**src/rtl/vdp_blend_layer_select.sv**
```systemverilog
// Per-pixel layer arbiter feeding the VDP alpha blender: picks source/dest operands.
// Optional blend statistics output enabled by defining VDP_LAYER_SELECT_STATS_EN.
module vdp_blend_layer_select #(
  parameter int LAYERS     = 5,
  parameter int INDEX_BITS = 3
) (
  input  logic                  clk,
  input  logic                  reset_n,
  input  logic                  pixel_valid,
  input  logic [LAYERS*16-1:0]  layer_colors,
  input  logic [15:0]           backdrop_color,
  input  logic [LAYERS-1:0]     cfg_layer_enable,
  input  logic [LAYERS-1:0]     cfg_blend_mask,
  input  logic                  cfg_update,
  input  logic                  line_start,
  output logic [15:0]           source_color,
  output logic                  source_layer_enabled,
  output logic [15:0]           dest_color,
  output logic [INDEX_BITS-1:0] source_index,
  output logic [INDEX_BITS-1:0] dest_index,
  output logic                  out_valid
`ifdef VDP_LAYER_SELECT_STATS_EN
  ,
  output logic [15:0]           blend_count
`endif
);

  localparam logic [INDEX_BITS-1:0] NONE_IDX = INDEX_BITS'(LAYERS);

  // Config double buffer
  logic [LAYERS-1:0] pend_enable_reg, pend_blend_reg;
  logic [LAYERS-1:0] act_enable_reg, act_blend_reg;

  always_ff @(posedge clk or negedge reset_n) begin
    if (!reset_n) begin
      pend_enable_reg <= '0;
      pend_blend_reg  <= '0;
      act_enable_reg  <= '0;
      act_blend_reg   <= '0;
    end else begin
      if (cfg_update) begin
        pend_enable_reg <= cfg_layer_enable;
        pend_blend_reg  <= cfg_blend_mask;
      end
      // A simultaneous update bypasses pending so the new line sees fresh values.
      if (line_start) begin
        act_enable_reg <= cfg_update ? cfg_layer_enable : pend_enable_reg;
        act_blend_reg  <= cfg_update ? cfg_blend_mask   : pend_blend_reg;
      end
    end
  end

  // Stage 1: capture pixel plus a snapshot of the config it was issued under
  logic [LAYERS-1:0]    visible_next;
  logic [LAYERS*16-1:0] s1_colors_reg;
  logic [11:0]          s1_backdrop_reg;
  logic [LAYERS-1:0]    s1_visible_reg;
  logic [LAYERS-1:0]    s1_blend_reg;
  logic                 s1_valid_reg;
  logic [15:0]          s1_color_arr [LAYERS];
  logic                 unused_backdrop_alpha;

  assign unused_backdrop_alpha = ^backdrop_color[15:12];

  genvar gi;
  generate
    for (gi = 0; gi < LAYERS; gi++) begin : g_layer
      assign visible_next[gi] = (layer_colors[16*gi+12 +: 4] != 4'h0) && act_enable_reg[gi];
      assign s1_color_arr[gi] = s1_colors_reg[16*gi +: 16];
    end
  endgenerate

  always_ff @(posedge clk or negedge reset_n) begin
    if (!reset_n) begin
      s1_colors_reg   <= '0;
      s1_backdrop_reg <= '0;
      s1_visible_reg  <= '0;
      s1_blend_reg    <= '0;
      s1_valid_reg    <= 1'b0;
    end else begin
      s1_valid_reg <= pixel_valid;
      if (pixel_valid) begin
        s1_colors_reg   <= layer_colors;
        s1_backdrop_reg <= backdrop_color[11:0];
        s1_visible_reg  <= visible_next;
        s1_blend_reg    <= act_blend_reg;
      end
    end
  end

  // Stage 2 selection: top visible layer T and next visible layer U below it
  logic                  top_found, under_found, top_blend;
  logic [INDEX_BITS-1:0] top_idx, under_idx;
  logic [15:0]           top_color, under_color, backdrop_full;
  logic [15:0]           source_color_next, dest_color_next;
  logic                  source_en_next;
  logic [INDEX_BITS-1:0] source_index_next, dest_index_next;

  assign backdrop_full = {4'hF, s1_backdrop_reg};

  always_comb begin
    top_found   = 1'b0;
    under_found = 1'b0;
    top_blend   = 1'b0;
    top_idx     = NONE_IDX;
    under_idx   = NONE_IDX;
    top_color   = 16'h0000;
    under_color = 16'h0000;
    for (int i = 0; i < LAYERS; i++) begin
      if (s1_visible_reg[i]) begin
        if (!top_found) begin
          top_found = 1'b1;
          top_idx   = INDEX_BITS'(i);
          top_color = s1_color_arr[i];
          top_blend = s1_blend_reg[i];
        end else if (!under_found) begin
          under_found = 1'b1;
          under_idx   = INDEX_BITS'(i);
          under_color = s1_color_arr[i];
        end
      end
    end
  end

  always_comb begin
    source_color_next = 16'h0000;
    source_en_next    = 1'b0;
    source_index_next = NONE_IDX;
    dest_color_next   = backdrop_full;
    dest_index_next   = NONE_IDX;
    if (top_found && !top_blend) begin
      dest_color_next = top_color;
      dest_index_next = top_idx;
    end else if (top_found) begin
      source_color_next = top_color;
      source_en_next    = 1'b1;
      source_index_next = top_idx;
      // Only one blend level: U is the dest even if U is itself blend-enabled.
      if (under_found) begin
        dest_color_next = under_color;
        dest_index_next = under_idx;
      end
    end
  end

  always_ff @(posedge clk or negedge reset_n) begin
    if (!reset_n) begin
      source_color         <= '0;
      source_layer_enabled <= 1'b0;
      dest_color           <= '0;
      source_index         <= NONE_IDX;
      dest_index           <= NONE_IDX;
      out_valid            <= 1'b0;
    end else begin
      out_valid <= s1_valid_reg;
      if (s1_valid_reg) begin
        source_color         <= source_color_next;
        source_layer_enabled <= source_en_next;
        dest_color           <= dest_color_next;
        source_index         <= source_index_next;
        dest_index           <= dest_index_next;
      end
    end
  end

`ifdef VDP_LAYER_SELECT_STATS_EN
  logic [15:0] run_count_reg;
  logic        blend_hit;

  assign blend_hit = s1_valid_reg && source_en_next;

  always_ff @(posedge clk or negedge reset_n) begin
    if (!reset_n) begin
      run_count_reg <= '0;
      blend_count   <= '0;
    end else if (line_start) begin
      blend_count   <= run_count_reg;
      run_count_reg <= blend_hit ? 16'd1 : 16'd0;
    end else if (blend_hit && run_count_reg != 16'hFFFF) begin
      run_count_reg <= run_count_reg + 16'd1;
    end
  end
`endif

endmodule
```
**config.mk**
```make
export PLATFORM = sky130hd
export DESIGN_NAME = vdp_blend_layer_select
export DESIGN_NICKNAME = d
export VERILOG_FILES = /design/src/rtl/vdp_blend_layer_select.sv
export SDC_FILE = /design/constraint.sdc
export NUM_CORES = 1
export LEC_CHECK = 0
export ABC_AREA = 0
export CORE_MARGIN = 2
export CORE_UTILIZATION = 41
export CTS_CLUSTER_DIAMETER = 150
export DETAILED_ROUTE_END_ITERATION = 10
export DONT_BUFFER_PORTS = 1
export GPL_ROUTABILITY_DRIVEN = 0
export SYNTH_ARGS = -nofsm -noshare
export SYNTH_HDL_FRONTEND = slang
export SYNTH_SLANG_ARGS = --single-unit
```
**constraint.sdc**
```tcl
create_clock -name clk -period 5.3 [get_ports clk]
set_input_delay 0.795 -clock clk [delete_from_list [all_inputs] [get_ports clk]]
set_output_delay 0.795 -clock clk [all_outputs]
set_load 0.05 [all_outputs]
```
==> results.cfg <==
[synthesis]
synth_nets = 908
ys_seq_elements = 163
synthTopCellsByArea = dfrtp_1 47%, mux2_2 16%, nand2_1 3.1%
synth_common_cells = 159 x dfrtp_1, 117 x mux2_2, 71 x nand2_1
ys.flop_type = dfrtp_1
synth_area_leader_cell = dfrtp_1
avgSynthCellArea_um2 = 10.7
ys_seq_area_share_pct = 48.1
synth-async-reset-ratio_pct = 100
netlist_instances = 792
synth_top_area_share_pct = 46.9
netlist_area_um2 = 8480
synth_edf_count = 0
yosysMostFrequentCell = dfrtp_1
yosys_warnings = 0
synthDistinctLibCells = 59

[sta]
finalCritPeriodShare_pct = 65.2
hold_violations = 0
fin_skew_ns = 0.00985
slew_headroom_pct = 26.2
min_period_ns = 3.46
final-setup-viol-count = 0
timing.fmax_mhz = 289
holdWs_ns = 0.0681
fin_setup_tns_ns = 0
rsz0062_at_grt = no
worstMarginPinSlew_ns = 1.11
final_max_slew_viol_count = 0
setup_ws_ns = 1.84

[cts]
h-tree-depth = 4
cts.sinks = 163
numCtsBuffers = 17
clk_pin_slew_ns = 0.07
postCtsSetupBuffers = 0
clockBufferDepth = 2
cts_resized = 0
clkLatencyLatePin_ns = 0.43
tritoncts = built
cts_hold_buf = 0
cts_root_buf = clkbuf_16

[power_and_ir_drop]
ir_drop_uv = 270
power.density_nw_per_um2 = 452
leakage_nw = 3.69

[worst_setup_path]
startpoint = s1_visible_reg[0]
cp.required_ns = 5.64
cp_num_buf_inv = 2
cp.depth = 8
critPathArrivalTime_ns = 3.80
end_kind = flop
r2r.worst_path.cells = 8
critPathTopFamily = compound AO/OA/AOI/OAI gates
cp_cell_sequence = buf_4 > inv_1 > ha_1 > or3b_1 > mux2i_1 > a221oi_1 > o221ai_1 > a31oi_1
max_stage_delay_ns = 0.84
cp-start-kind = flop
cp_slowest_cell = or3b_1
critPathMaxFanout = 52
worst-setup-path-type = flop to flop
reg2reg_from = s1_visible_reg[0]

[drt]
drtAntennaViolNets = 0
wl_per_cell_um = 21.0
drtIter0Drc = 669
routed-via-count = 6072
drc = 0
post_drt_via_cell_ratio = 5.88
dr.pass1.iters = 6
routed_wl_um = 21700

[final_layout]
drive_gt1_share_pct = 23.7
largest_register_ffs = 80
syn_to_final_growth_pct = 7.14
fin_area_um2 = 9090
nets = 862
post-route-util_pct = 44.8

[place]
detailed_place_hpwl_um = 15400
place_area_um2 = 8480
place_ws_ns = 1.92
numPortBuffers = 0

[outcome]
outcome = completed

[grt]
use_met1_pct = 29.2
grt_antenna_before_repair = 5
grt_pass1_vias = 5848
grt_max_degree = 164
use_met2_pct = 28.1
busiest_layer = met1
grt-ovfl-total = 0
grt_use_total_pct = 20.0
grt_pass1_wl_um = 34000
grt.met3_usage_pct = 6.73

[floorplan]
dieArea_um2 = 21900
rows = 52
boundaryPins = 151
die_width_um = 148
die_h_um = 148
start_util_pct = 41.8
core_um2 = 20300

[hold_path]
hp-class = input pin to async pin

[flow_run]
max_cap_violations = 0
cell type report:
cell class / instances / area, um2
fillers: 1877 / 11200
clock buffers: 19 / 453
diodes: 3 / 7.51
multi-input cells: 531 / 3920
flip-flops and latches: 163 / 4090
inverters: 29 / 109
clock inverters: 13 / 149
well taps: 270 / 338
repair buffers: 4 / 30.0
cells by family after synthesis:
kind of cell | synth area share, %
compound gates | 15.0
simple gates | 12.8
mux | 17.4
buf+inv | 5.68
fa+ha+maj | 0.973
flops | 48.1
metrics by stage:
step / power [mW] / std cells
final: 4.11 / 1032
after global routing: 4.31 / 1032
after global placement: 2.82 / 997
after floorplan: 2.66 / 792
after detailed placement: 2.86 / 997
after CTS: 4.12 / 1029
worst paths after layout:
check,to,slack (ns)
hold reg to reg,pend_enable_reg[1],0.50
min in group clk,s1_colors_reg[61],0.48
max in group asynchronous,s1_colors_reg[46],4.85
setup reg to reg,dest_color[8],1.84
setup / recovery,dest_color[8],1.84
hold / removal,act_blend_reg[2],0.07
power breakdown:
part / total [mW] / internal, mW / leakage (nW) / switching, mW
clock network: 1.26 / 0.725 / 0.280 / 0.532
registers: 1.97 / 1.44 / 1.94 / 0.529
logic: 0.878 / 0.370 / 1.47 / 0.508
total: 4.11 / 2.54 / 3.69 / 1.57
layout by cell type, fill, tap and decap left out, drive strengths merged, types with 2 or more instances in the layout:
cell | synthesis | routed
and2b | 2 | 2
a221oi | 16 | 16
a31oi | 30 | 30
a32o | 16 | 16
mux2i | 16 | 16
bufinv | 0 | 2
o22ai | 17 | 17
a21oi | 35 | 35
and2 | 2 | 2
mux2 | 117 | 117
nor4 | 4 | 4
ha | 5 | 5
nand2b | 16 | 16
inv | 29 | 32
nand3 | 23 | 23
clkinvlp | 0 | 5
maj3 | 2 | 2
o21ai | 50 | 50
clkinv | 0 | 3
nand3b | 17 | 17
and3 | 16 | 16
dfrtp | 159 | 159
a2bb2oi | 2 | 2
nor2 | 36 | 36
o32ai | 3 | 3
buf | 33 | 4
nand2 | 72 | 72
diode | 0 | 3
dfstp | 4 | 4
or4 | 5 | 5
nor3 | 2 | 2
o221ai | 12 | 12
clkbuf | 36 | 19
metal layers:
layer,routed length (um),share of wire (%)
met4,345,1.6
met3,2330,11
met1,9910,46
met5,13,0.060
met2,9100,42
(Power assumes the default switching activity.)
